--- config.mk ---
export PLATFORM = sky130hd
export DESIGN_NAME = mult32_seq_flat
export DESIGN_NICKNAME = d
export VERILOG_FILES = /design/src/rtl/mult32_seq_pkg.sv /design/src/rtl/mult32_seq_if.sv /design/src/rtl/mult32_seq_add32_cla.sv /design/src/rtl/mult32_seq.sv /design/src/flat_wrapper.sv
export SDC_FILE = /design/constraint.sdc
export NUM_CORES = 1
export LEC_CHECK = 0
export ABC_AREA = 1
export CAP_MARGIN = 30
export CELL_PAD_IN_SITES_DETAIL_PLACEMENT = 0
export CELL_PAD_IN_SITES_GLOBAL_PLACEMENT = 1
export CORE_MARGIN = 2
export CORE_UTILIZATION = 38
export CTS_CLUSTER_SIZE = 14
export DETAILED_ROUTE_END_ITERATION = 7
export PLACE_DENSITY = 0.82
export SLEW_MARGIN = 40
export SYNTH_ARGS = -nofsm -noshare
export SYNTH_HDL_FRONTEND = slang
export SYNTH_SLANG_ARGS = --single-unit
--- constraint.sdc ---
create_clock -name clk -period 2.9 [get_ports clk]
set_input_delay 0.87 -clock clk [delete_from_list [all_inputs] [get_ports clk]]
set_output_delay 0.87 -clock clk [all_outputs]
set_load 0.01 [all_outputs]
--- src/rtl/mult32_seq_pkg.sv ---
`default_nettype none
// ============================================================================
// Module      : mult32_seq_pkg
// Description : Shared constants for the iterative 32x32 multiplier: data,
//               count and product widths, FSM state encodings, and the 4-bit
//               carry-lookahead helpers used at every level of add32_cla.
// Revision    : 1.0 - initial release
// ============================================================================
package mult32_seq_pkg;

  localparam int DATA_W  = 32;
  localparam int CNT_W   = 6;
  localparam int PROD_W  = 64;
  localparam int SLICE_W = 4;
  localparam int N_SLICE = DATA_W / SLICE_W;

  localparam logic [2:0] ST_IDLE   = 3'd0;
  localparam logic [2:0] ST_RUN    = 3'd1;
  localparam logic [2:0] ST_FIX_LO = 3'd2;
  localparam logic [2:0] ST_FIX_HI = 3'd3;
  localparam logic [2:0] ST_DONE   = 3'd4;

  // Carries into positions 0..3 of a 4-wide group, flattened sum-of-products
  // so that no carry depends on a neighbouring carry.
  function automatic logic [3:0] f_carry4(input logic [3:0] p,
                                          input logic [3:0] g,
                                          input logic       cin);
    logic [3:0] c;
    c[0] = cin;
    c[1] = g[0] | (p[0] & cin);
    c[2] = g[1] | (p[1] & g[0]) | (p[1] & p[0] & cin);
    c[3] = g[2] | (p[2] & g[1]) | (p[2] & p[1] & g[0]) | (p[2] & p[1] & p[0] & cin);
    return c;
  endfunction

  // Group {propagate, generate} of a 4-wide group.
  function automatic logic [1:0] f_grp_pg(input logic [3:0] p,
                                          input logic [3:0] g);
    logic gp;
    logic gg;
    gp = &p;
    gg = g[3] | (p[3] & g[2]) | (p[3] & p[2] & g[1]) | (p[3] & p[2] & p[1] & g[0]);
    return {gp, gg};
  endfunction

  // Two's-complement magnitude; 0x80000000 maps to itself, which is the
  // correct unsigned magnitude.
  function automatic logic [DATA_W-1:0] f_abs(input logic [DATA_W-1:0] v);
    return v[DATA_W-1] ? (~v + DATA_W'(1)) : v;
  endfunction

endpackage
`default_nettype wire

--- src/rtl/mult32_seq_if.sv ---
`default_nettype none
// ============================================================================
// Module      : mult32_seq_if
// Description : Request/response bundle between the pipeline stall logic
//               (master) and the multiplier (slave).
//               start/sgn/a/b : request, sampled by the multiplier in IDLE
//               busy/done     : status handshake
//               hi/lo         : 64-bit product, held until the next start
// Revision    : 1.0 - initial release
// ============================================================================
interface mult32_seq_if;
  import mult32_seq_pkg::*;

  logic              start;
  logic              sgn;
  logic [DATA_W-1:0] a;
  logic [DATA_W-1:0] b;
  logic              busy;
  logic              done;
  logic [DATA_W-1:0] hi;
  logic [DATA_W-1:0] lo;

  modport master (output start, sgn, a, b, input  busy, done, hi, lo);
  modport slave  (input  start, sgn, a, b, output busy, done, hi, lo);

endinterface
`default_nettype wire

--- src/rtl/mult32_seq_add32_cla.sv ---
`default_nettype none
// ============================================================================
// Module      : add32_cla
// Description : 32-bit adder built from eight 4-bit PG slices and a two-level
//               lookahead carry unit (two 4-slice blocks, then a top merge).
//               a, b : addends     cin  : carry in
//               s    : sum         cout : carry out
// Revision    : 1.0 - initial release
// ============================================================================
module add32_cla
  import mult32_seq_pkg::*;
(
  input  logic [DATA_W-1:0] a,
  input  logic [DATA_W-1:0] b,
  input  logic              cin,
  output logic [DATA_W-1:0] s,
  output logic              cout
);

  logic [DATA_W-1:0]  w_p;
  logic [DATA_W-1:0]  w_g;
  logic [N_SLICE-1:0] w_sp;   // per-slice group propagate
  logic [N_SLICE-1:0] w_sg;   // per-slice group generate
  logic [N_SLICE-1:0] w_sc;   // per-slice carry in, from the lookahead unit
  logic [1:0]         w_b0_pg;
  logic [1:0]         w_b1_pg;
  logic [3:0]         w_b0_c;
  logic [3:0]         w_b1_c;
  logic               w_c16;

  assign w_p = a ^ b;
  assign w_g = a & b;

  genvar gi;
  generate
    for (gi = 0; gi < N_SLICE; gi++) begin : g_slice
      logic [SLICE_W-1:0] w_c;
      assign {w_sp[gi], w_sg[gi]}  = f_grp_pg(w_p[SLICE_W*gi +: SLICE_W], w_g[SLICE_W*gi +: SLICE_W]);
      assign w_c                   = f_carry4(w_p[SLICE_W*gi +: SLICE_W], w_g[SLICE_W*gi +: SLICE_W], w_sc[gi]);
      assign s[SLICE_W*gi +: SLICE_W] = w_p[SLICE_W*gi +: SLICE_W] ^ w_c;
    end
  endgenerate

  // Level 1: each block resolves the carries of its four slices from the
  // slice PG terms. Level 2: the upper block's carry in and the final carry
  // out come straight from block PG terms and cin.
  assign w_b0_pg = f_grp_pg(w_sp[3:0], w_sg[3:0]);
  assign w_b1_pg = f_grp_pg(w_sp[7:4], w_sg[7:4]);
  assign w_c16   = w_b0_pg[0] | (w_b0_pg[1] & cin);
  assign w_b0_c  = f_carry4(w_sp[3:0], w_sg[3:0], cin);
  assign w_b1_c  = f_carry4(w_sp[7:4], w_sg[7:4], w_c16);
  assign w_sc    = {w_b1_c, w_b0_c};
  assign cout    = w_b1_pg[0] | (w_b1_pg[1] & w_b0_pg[0]) | (w_b1_pg[1] & w_b0_pg[1] & cin);

endmodule
`default_nettype wire

--- src/rtl/mult32_seq.sv ---
`default_nettype none
// ============================================================================
// Module      : mult32_seq
// Description : Iterative radix-2 shift-add 32x32 multiplier (MULT/MULTU).
//               One partial product per cycle through add32_cla; the same
//               adder performs the final two's-complement of the product.
//               clk, rst : clock, synchronous active-high reset
//               mul_if   : start/sgn/a/b request, busy/done/hi/lo response
//               Build option MULT32_SIGNED_EN: honour sgn (magnitude
//               conversion plus FIX_LO/FIX_HI negation). Without it every
//               operation is unsigned and latency is always 33 cycles.
// Revision    : 1.0 - initial release
// ============================================================================
module mult32_seq
  import mult32_seq_pkg::*;
(
  input  logic        clk,
  input  logic        rst,
  mult32_seq_if.slave mul_if
);

  logic [2:0]        r_state;
  logic [CNT_W-1:0]  r_count;
  logic [DATA_W-1:0] r_mcand;
  logic [DATA_W-1:0] r_mplier;
  logic [DATA_W-1:0] r_hi;
  logic [DATA_W-1:0] r_lo;
  logic              r_neg;

  logic [DATA_W-1:0] w_op_a;
  logic [DATA_W-1:0] w_op_b;
  logic              w_neg_in;
  logic [DATA_W-1:0] w_add_a;
  logic [DATA_W-1:0] w_add_b;
  logic              w_add_cin;
  logic [DATA_W-1:0] w_sum;
  logic              w_cout;

`ifdef MULT32_SIGNED_EN
  logic r_carry;      // carry out of the low-word negation
  assign w_op_a   = mul_if.sgn ? f_abs(mul_if.a) : mul_if.a;
  assign w_op_b   = mul_if.sgn ? f_abs(mul_if.b) : mul_if.b;
  assign w_neg_in = mul_if.sgn & (mul_if.a[DATA_W-1] ^ mul_if.b[DATA_W-1]);
`else
  logic w_unused_cfg;
  assign w_op_a       = mul_if.a;
  assign w_op_b       = mul_if.b;
  assign w_neg_in     = 1'b0;
  assign w_unused_cfg = mul_if.sgn ^ r_neg;
`endif

  // Adder operand select: accumulate in RUN, negate in the FIX states.
  always_comb begin
    w_add_a   = r_hi;
    w_add_b   = r_mplier[0] ? r_mcand : '0;
    w_add_cin = 1'b0;
`ifdef MULT32_SIGNED_EN
    if (r_state == ST_FIX_LO) begin
      w_add_a   = ~r_lo;
      w_add_b   = '0;
      w_add_cin = 1'b1;
    end else if (r_state == ST_FIX_HI) begin
      w_add_a   = ~r_hi;
      w_add_b   = '0;
      w_add_cin = r_carry;
    end
`endif
  end

  add32_cla u_add (
    .a    (w_add_a),
    .b    (w_add_b),
    .cin  (w_add_cin),
    .s    (w_sum),
    .cout (w_cout)
  );

  always_ff @(posedge clk) begin
    if (rst) begin
      r_state  <= ST_IDLE;
      r_count  <= '0;
      r_mcand  <= '0;
      r_mplier <= '0;
      r_hi     <= '0;
      r_lo     <= '0;
      r_neg    <= 1'b0;
`ifdef MULT32_SIGNED_EN
      r_carry  <= 1'b0;
`endif
    end else begin
      case (r_state)
        ST_IDLE: begin
          if (mul_if.start) begin
            r_mcand  <= w_op_a;
            r_mplier <= w_op_b;
            r_neg    <= w_neg_in;
            r_hi     <= '0;
            r_lo     <= '0;
            r_count  <= '0;
            r_state  <= ST_RUN;
          end
        end
        ST_RUN: begin
          // {hi,lo,mplier} >> 1 with the adder carry entering at the top;
          // the multiplier bits drain out as the product fills lo.
          r_hi     <= {w_cout, w_sum[DATA_W-1:1]};
          r_lo     <= {w_sum[0], r_lo[DATA_W-1:1]};
          r_mplier <= {1'b0, r_mplier[DATA_W-1:1]};
          r_count  <= r_count + CNT_W'(1);
          if (r_count == CNT_W'(DATA_W-1)) begin
`ifdef MULT32_SIGNED_EN
            r_state <= r_neg ? ST_FIX_LO : ST_DONE;
`else
            r_state <= ST_DONE;
`endif
          end
        end
`ifdef MULT32_SIGNED_EN
        ST_FIX_LO: begin
          r_lo    <= w_sum;
          r_carry <= w_cout;
          r_state <= ST_FIX_HI;
        end
        ST_FIX_HI: begin
          r_hi    <= w_sum;
          r_state <= ST_DONE;
        end
`endif
        ST_DONE: r_state <= ST_IDLE;
        default: r_state <= ST_IDLE;
      endcase
    end
  end

  assign mul_if.busy = (r_state == ST_RUN) || (r_state == ST_FIX_LO) || (r_state == ST_FIX_HI);
  assign mul_if.done = (r_state == ST_DONE);
  assign mul_if.hi   = r_hi;
  assign mul_if.lo   = r_lo;

endmodule
`default_nettype wire

--- src/flat_wrapper.sv ---
// flat-port wrapper written by rule: the top's interface ports become plain ports
module mult32_seq_flat import mult32_seq_pkg::*;
  (clk, rst, mul_if_start, mul_if_sgn, mul_if_a, mul_if_b, mul_if_busy, mul_if_done, mul_if_hi, mul_if_lo);
  mult32_seq_if mul_if_i ();
  input  logic clk;
  input  logic rst;
  input wire logic [$bits(mul_if_i.start)-1:0] mul_if_start;
  input wire logic [$bits(mul_if_i.sgn)-1:0] mul_if_sgn;
  input wire logic [$bits(mul_if_i.a)-1:0] mul_if_a;
  input wire logic [$bits(mul_if_i.b)-1:0] mul_if_b;
  output wire logic [$bits(mul_if_i.busy)-1:0] mul_if_busy;
  output wire logic [$bits(mul_if_i.done)-1:0] mul_if_done;
  output wire logic [$bits(mul_if_i.hi)-1:0] mul_if_hi;
  output wire logic [$bits(mul_if_i.lo)-1:0] mul_if_lo;
  assign mul_if_i.start = mul_if_start;
  assign mul_if_i.sgn = mul_if_sgn;
  assign mul_if_i.a = mul_if_a;
  assign mul_if_i.b = mul_if_b;
  assign mul_if_busy = mul_if_i.busy;
  assign mul_if_done = mul_if_i.done;
  assign mul_if_hi = mul_if_i.hi;
  assign mul_if_lo = mul_if_i.lo;
  mult32_seq u_core (.clk(clk), .rst(rst), .mul_if(mul_if_i));
endmodule
==> results.py, run 1 <==
metrics = {
    "status": {
        "status": "finished, final reports clean",
    },
    "floorplan": {
        "placeableCoreArea_sq_mm": 0.0172,
        "chipHeight_um": 136,
        "die_area_sq_mm": 0.0185,
        "ioPinCount": 134,
        "rows": 48,
        "fp.dieW_um": 136,
        "start_util_pct": 38.6,
    },
    "worst_hold_path": {
        "whs_endpoint": "u_core.r_mplier[31]",
        "min_delay_path_depth": 2,
        "hold_path_class": "reg -> reg",
        "hp-start": "u_core.r_mplier[31]",
    },
    "sta": {
        "skew_ps": 13.8,
        "rsz0062_at_grt": "false",
        "setup_violations": 0,
        "worstMarginPinSlew_ps": 634,
        "min_period_over_period_pct": 90.1,
        "finalCriticalPeriod_ps": 2610,
        "slew_violations": 0,
        "max-slew-margin-rel_pct": 57.7,
        "fin_tns_setup_ps": 0,
        "fmax_ghz": 0.383,
        "hold_violations": 0,
    },
    "run": {
        "maxCapViolCount": 0,
    },
    "clock_tree": {
        "htreeDepth": 4,
        "cts_sinks": 136,
        "clk_path_buf_depth": 2,
        "cts_buffers": 17,
        "cts_tree": "yes",
        "cts-root-buf": "clkbuf_16",
        "ctsHoldBuffers": 0,
        "cts.clk_slew.worst_paths_ps": 60,
        "clk_latency_ps": 410,
    },
    "worst_setup_path": {
        "cp-end-kind": "register",
        "worst_r2r_endpoint": "u_core.mul_if.hi[28]",
        "path_cells": "buf_12, nand2_1, inv_1, ha_1, a21o_1, a21boi_4, nor2_1, nor2_2, nand2_4, fa_1, a21oi_1, o21ai_0, a21oi_1",
        "worstPathArrival_ps": 2960,
        "cp.required_ps": 3240,
        "worst-r2r-setup-slack_ps": 290,
        "crit_top_cell": "a21oi_1",
        "start_kind": "register",
        "cp_max_fo": 17,
        "max_stage_delay_ps": 400,
        "crit_type": "reg -> reg",
        "crit_slowest_cell": "dfxtp_2",
        "timing.rr.start": "u_core.r_mplier[0]",
        "reg2regPathDepth": 13,
    },
    "synth": {
        "yosys.area.top_type": "dfxtp_1",
        "ys_ff_latch": 136,
        "synth_area_sq_mm": 0.00663,
        "synthCells": 857,
        "ys_async_sr_fraction_pct": 0,
        "synthTopCellsByArea": "dfxtp_1 (41%), nand2_1 (12%), ha_1 (6.2%)",
        "synth_edf_count": 0,
        "syn-num-nets": 966,
        "yosysWarnings": 0,
        "synth_top_area_share_pct": 41.0,
        "ys_seq_area_share_pct": 41.0,
        "syn_avg_cell_area_sq_um": 7.74,
        "synth.distinct_cells": 43,
        "ys.flop_type": "dfxtp_1",
    },
    "routing": {
        "drt-initial-drc-count": 257,
        "via_count": 6030,
        "dr.pass1.iters": 4,
        "wl_per_cell_um": 14.0,
        "drt-total-wl_um": 17000,
        "drc_errors": 0,
        "via_per_inst": 4.97,
        "ant_nets": 0,
    },
    "placement": {
        "dp_hpwl_um": 11400,
        "placedCellCount": 1180,
        "place.gp.congestion": 0.833,
        "io_buffers": 132,
    },
    "layout": {
        "final_common_cell": "nand2_1",
        "fill_cells": 1719,
        "area.growth.synth_to_final_pct": 33.4,
        "seq_area_sq_mm": 0.00272,
        "multiInputGateArea_sq_mm": 0.00342,
        "nets": 1084,
        "layout_common_cells": "nand2_1 (206), dfxtp_1 (135), clkdlybuf4s50_1 (131)",
        "drive_above_1_share_pct": 8.40,
        "fin_cells": 1214,
    },
    "grt": {
        "grtUsageTotal_pct": 18.7,
        "grt-ovfl-total": 0,
        "antenna_found_initial": 1,
        "grt_pass1_vias": 5595,
        "grt_max_degree": 55,
        "grt_pass1_wl_um": 27500,
    },
    "pwr": {
        "cellLeakagePower_nw": 3.84,
        "ir_drop_mv": 0.424,
        "p_per_area_mw_per_mm2": 535,
    },
}
==> synth_stat cells, types with 5 or more instances <==
master,n
nand2_1,206
dfxtp_1,136
nor2_1,91
inv_1,71
a21oi_1,51
o21ai_0,51
a32o_1,40
clkbuf_1,35
ha_1,33
a31oi_1,30
nand3_1,27
fa_1,8
nand2_4,8
buf_2,6
nand3b_1,6
nand2_2,5
nand3_2,5
nor2_2,5
==> stage by stage <==
step / setup WS (ps) / hold WS [ps] / util (%) / area, sq um / power, mW
2_1_floorplan: 307 / 441 / - / 6630 / 2.29
3_3_place_gp: 337 / 450 / 47.7 / 8190 / 2.50
3_5_place_dp: 292 / 452 / 47.7 / 8190 / 2.50
4_1_cts: 245 / 462 / 51.3 / 8820 / 4.81
5_1_grt: 18.3 / 475 / 51.5 / 8840 / 4.95
6_report: 286 / 464 / 51.5 / 8850 / 4.74
==> critical path, delay by kind of cell, from the launching register on <==
kind | cells | cell delay [ps]
simple gates | 4 | 410
compound gates | 5 | 840
fa+ha+maj | 2 | 660
flops | 1 | 400
buf+inv | 2 | 220
==> worst max-delay path by stage <==
stage,startpoint,endpoint,slack [ps],cells past startpoint
after floorplan,u_core.r_mplier[0],u_core.mul_if.hi[28],310,14
after global placement,u_core.r_mplier[0],u_core.mul_if.hi[24],340,18
after detailed placement,u_core.r_mplier[0],u_core.mul_if.hi[28],290,18
after CTS,u_core.r_mplier[0],u_core.mul_if.hi[28],240,13
after global routing,u_core.r_mplier[0],u_core.mul_if.hi[24],20,18
final,u_core.r_mplier[0],u_core.mul_if.hi[28],290,13
==> area by class of cell <==
| type | count | area share [%] |
|---|---|---|
| multi-input combinational | 598 | 38.7 |
| clock inverter | 14 | 2.22 |
| clock buffer | 18 | 4.85 |
| sequential | 136 | 30.8 |
| timing repair buffer | 147 | 17.1 |
| tap | 225 | 3.18 |
| antenna | 1 | 0.0283 |
| inverter | 75 | 3.18 |
==> logic make-up (layout without fill, tap and decap cells) <==
kind of cell | count (synthesis) | after routing | synth area share [%]
simple gates | 365 | 365 | 23.7
compound gates | 191 | 191 | 19.0
fa+ha+maj | 41 | 41 | 8.64
flops | 136 | 136 | 41.0
buf+inv | 123 | 254 | 7.47
xor+xnor | 1 | 1 | 0.132
other cells | 0 | 1 | 0
==> registers in the layout (all words and copies together), names as in the netlist <==
| register | flops |
|---|---|
| u_core.r_mplier | 32 |
| u_core.r_count | 6 |
| u_core.r_state | 2 |
| u_core.mul_if.lo | 32 |
| u_core.mul_if.hi | 32 |
| u_core.r_mcand | 32 |
==> where the power goes <==
| part | switching (mW) | internal [mW] |
|---|---|---|
| clock network | 0.832 | 1.45 |
| registers | 0.0413 | 1.95 |
| logic | 0.268 | 0.204 |
==> repair_timing <==
| action | 4_1_cts | 5_1_grt |
|---|---|---|
| endpoints found under the setup margin | 0 | 1 |
| buffers inserted | 0 | 0 |
| resized for setup | 0 | 1 |
==> layer usage <==
layer	share of wire [%]	vias up	GRT usage, %	wire length, um
li1	-	3122	-	-
met1	48	2789	24.9	8150
met2	46	109	30.3	7840
met3	4.7	10	4.51	803
met4	0.93	0	4.69	157
met5	0	-	0	0
No activity file was read; power rests on OpenSTA's default activity.
==> inputs of run 2 (changes only) <==
Settings changed: CORE_MARGIN 2 to 4.
==> results.py, run 2 (synthesis results as in run 1) <==
metrics = {
    "status": {
        "status": "finished, final reports clean",
    },
    "sta": {
        "setup_violations": 0,
        "fin_tns_setup_ps": 0,
        "min_period_over_period_pct": 88.5,
        "max-slew-margin-rel_pct": 60.5,
        "worstMarginPinSlew_ps": 593,
        "finalCriticalPeriod_ps": 2570,
        "skew_ps": 5.36,
        "rsz0062_at_grt": "false",
        "fmax_ghz": 0.389,
        "hold_violations": 0,
        "slew_violations": 0,
        "setup_slack_ps": 332,
    },
    "worst_setup_path": {
        "crit_buf_inv": 2,
        "crit_family": "simple AND/OR/NAND/NOR gates",
        "cp.required_ps": 3240,
        "worstPathArrival_ps": 2910,
        "crit_slowest_cell": "dfxtp_4",
        "worst_r2r_endpoint": "u_core.mul_if.hi[24]",
        "crit_type": "reg -> reg",
        "reg2regPathDepth": 18,
        "timing.rr.start": "u_core.r_mplier[0]",
        "cp_max_fo": 17,
        "max_stage_delay_ps": 380,
        "path_cells": "buf_12, nand2_1, inv_1, ha_2, nand2_1, nand2_1, nand2_1, nand2_1, nand2_1, nand2_1, nor2_2, nand2_4, nand2_2, nand2_4, fa_1, a21oi_1, o21ai_0, a21oi_1",
        "cp-end-kind": "register",
        "crit_top_cell": "nand2_1",
        "cp.depth": 18,
        "worst-r2r-setup-slack_ps": 330,
        "start_kind": "register",
    },
    "clock_tree": {
        "post_cts_buffers": 0,
        "cts_tree": "yes",
        "clk_latency_ps": 410,
        "cts-root-buf": "clkbuf_16",
        "clk_path_buf_depth": 2,
        "cts_sinks": 136,
        "cts_buffers": 17,
        "htreeDepth": 4,
        "cts.clk_slew.worst_paths_ps": 60,
    },
    "placement": {
        "place_area_sq_mm": 0.00818,
        "io_buffers": 132,
        "dp_hpwl_um": 11600,
        "place.gp.congestion": 0.809,
        "pre_cts_slack_ps": 298,
    },
    "floorplan": {
        "chipHeight_um": 140,
        "ioPinCount": 134,
        "rows": 48,
        "die_area_sq_mm": 0.0196,
        "placeableCoreArea_sq_mm": 0.0172,
        "fp.dieW_um": 140,
        "start_util_pct": 38.6,
    },
    "run": {
        "maxCapViolCount": 0,
    },
    "worst_hold_path": {
        "hp-start": "u_core.r_mplier[14]",
        "hold_path_class": "reg -> reg",
        "whs_endpoint": "u_core.r_mplier[14]",
        "min_delay_path_depth": 2,
    },
    "layout": {
        "final_common_cell": "nand2_1",
        "design_area_sq_mm": 0.00878,
        "n_antenna_cell": 0,
        "layout_common_cells": "nand2_1 (206), dfxtp_1 (135), clkdlybuf4s50_1 (131)",
        "drive_above_1_share_pct": 8.79,
        "area.growth.synth_to_final_pct": 32.4,
        "nets": 1086,
    },
    "pwr": {
        "cellLeakagePower_nw": 3.80,
        "power.total_mw": 4.53,
        "ir_drop_mv": 0.384,
        "p_per_area_mw_per_mm2": 516,
    },
    "routing": {
        "dr.pass1.iters": 4,
        "ant_nets": 0,
        "via_count": 6034,
        "drt-total-wl_um": 17300,
        "drt-initial-drc-count": 291,
        "via_per_inst": 4.97,
        "wl_per_cell_um": 14.3,
        "drc_errors": 0,
    },
    "grt": {
        "grt_pass1_wl_um": 28100,
        "antenna_found_initial": 0,
        "grt_max_degree": 51,
        "grtUsageTotal_pct": 17.4,
        "grt_pass1_vias": 5681,
        "grt-ovfl-total": 0,
    },
}
## run 2: changes by cell type in the layout (fill, tap and decap cells not counted), sizes merged
cell	change
clkinv	+1
diode	-1
clkinvlp	+1
clkbuf	+1
buf	+2
bufinv	-3
## run 2: area by class of cell
class / instances / area (sq um)
timing repair buffer: 149 / 1500
fill: 1741 / 8400
clock buffer: 19 / 443
sequential: 136 / 2730
tap: 225 / 282
inverter: 75 / 282
multi-input combinational: 598 / 3430
clock inverter: 13 / 123
## run 2: what timing repair did
action / CTS / global route
hold buffers: 0 / 0
endpoints found under the setup margin: 0 / 1
gates resized for setup: 0 / 4
## run 2: through the flow
stage | hold slack (ps) | util, % | instances
floorplan | 441 | - | 857
global placement | 452 | 47.6 | 1182
detailed placement | 458 | 47.6 | 1182
CTS | 467 | 50.9 | 1214
global route | 490 | 51.1 | 1215
finish | 465 | 51.1 | 1215
## run 2: how the worst max path moves through the flow
stage                             from                    to
detailed placement  u_core.r_mplier[0]  u_core.mul_if.hi[24]
global route        u_core.r_mplier[0]  u_core.mul_if.hi[24]
floorplan           u_core.r_mplier[0]  u_core.mul_if.hi[28]
finish              u_core.r_mplier[0]  u_core.mul_if.hi[24]
CTS                 u_core.r_mplier[0]  u_core.mul_if.hi[24]
global placement    u_core.r_mplier[0]  u_core.mul_if.hi[24]
## run 2: worst min-delay path, cell delays in order, from the launching register on
cell and delay, ps:
dfxtp_1 310, nand2_1 60, a21oi_1 50
## run 2: routing by layer
metal	GRT usage, %	wire length, um	vias up
met4	5.05	198	0
met1	23.7	8630	2813
li1	-	-	3124
met3	3.14	507	12
met2	28.5	8000	85
met5	0	0	-
## run 2: report_power, final
group	switching [mW]	internal (mW)
sequential	0.0414	1.94
combinational	0.272	0.200
clock	0.864	1.21
==> inputs of run 3 (changes only) <==
Settings changed: SLEW_MARGIN 40 to unset.
==> results of run 3 <==
The final DEF is identical to that of run 2; final timing and power are the same.
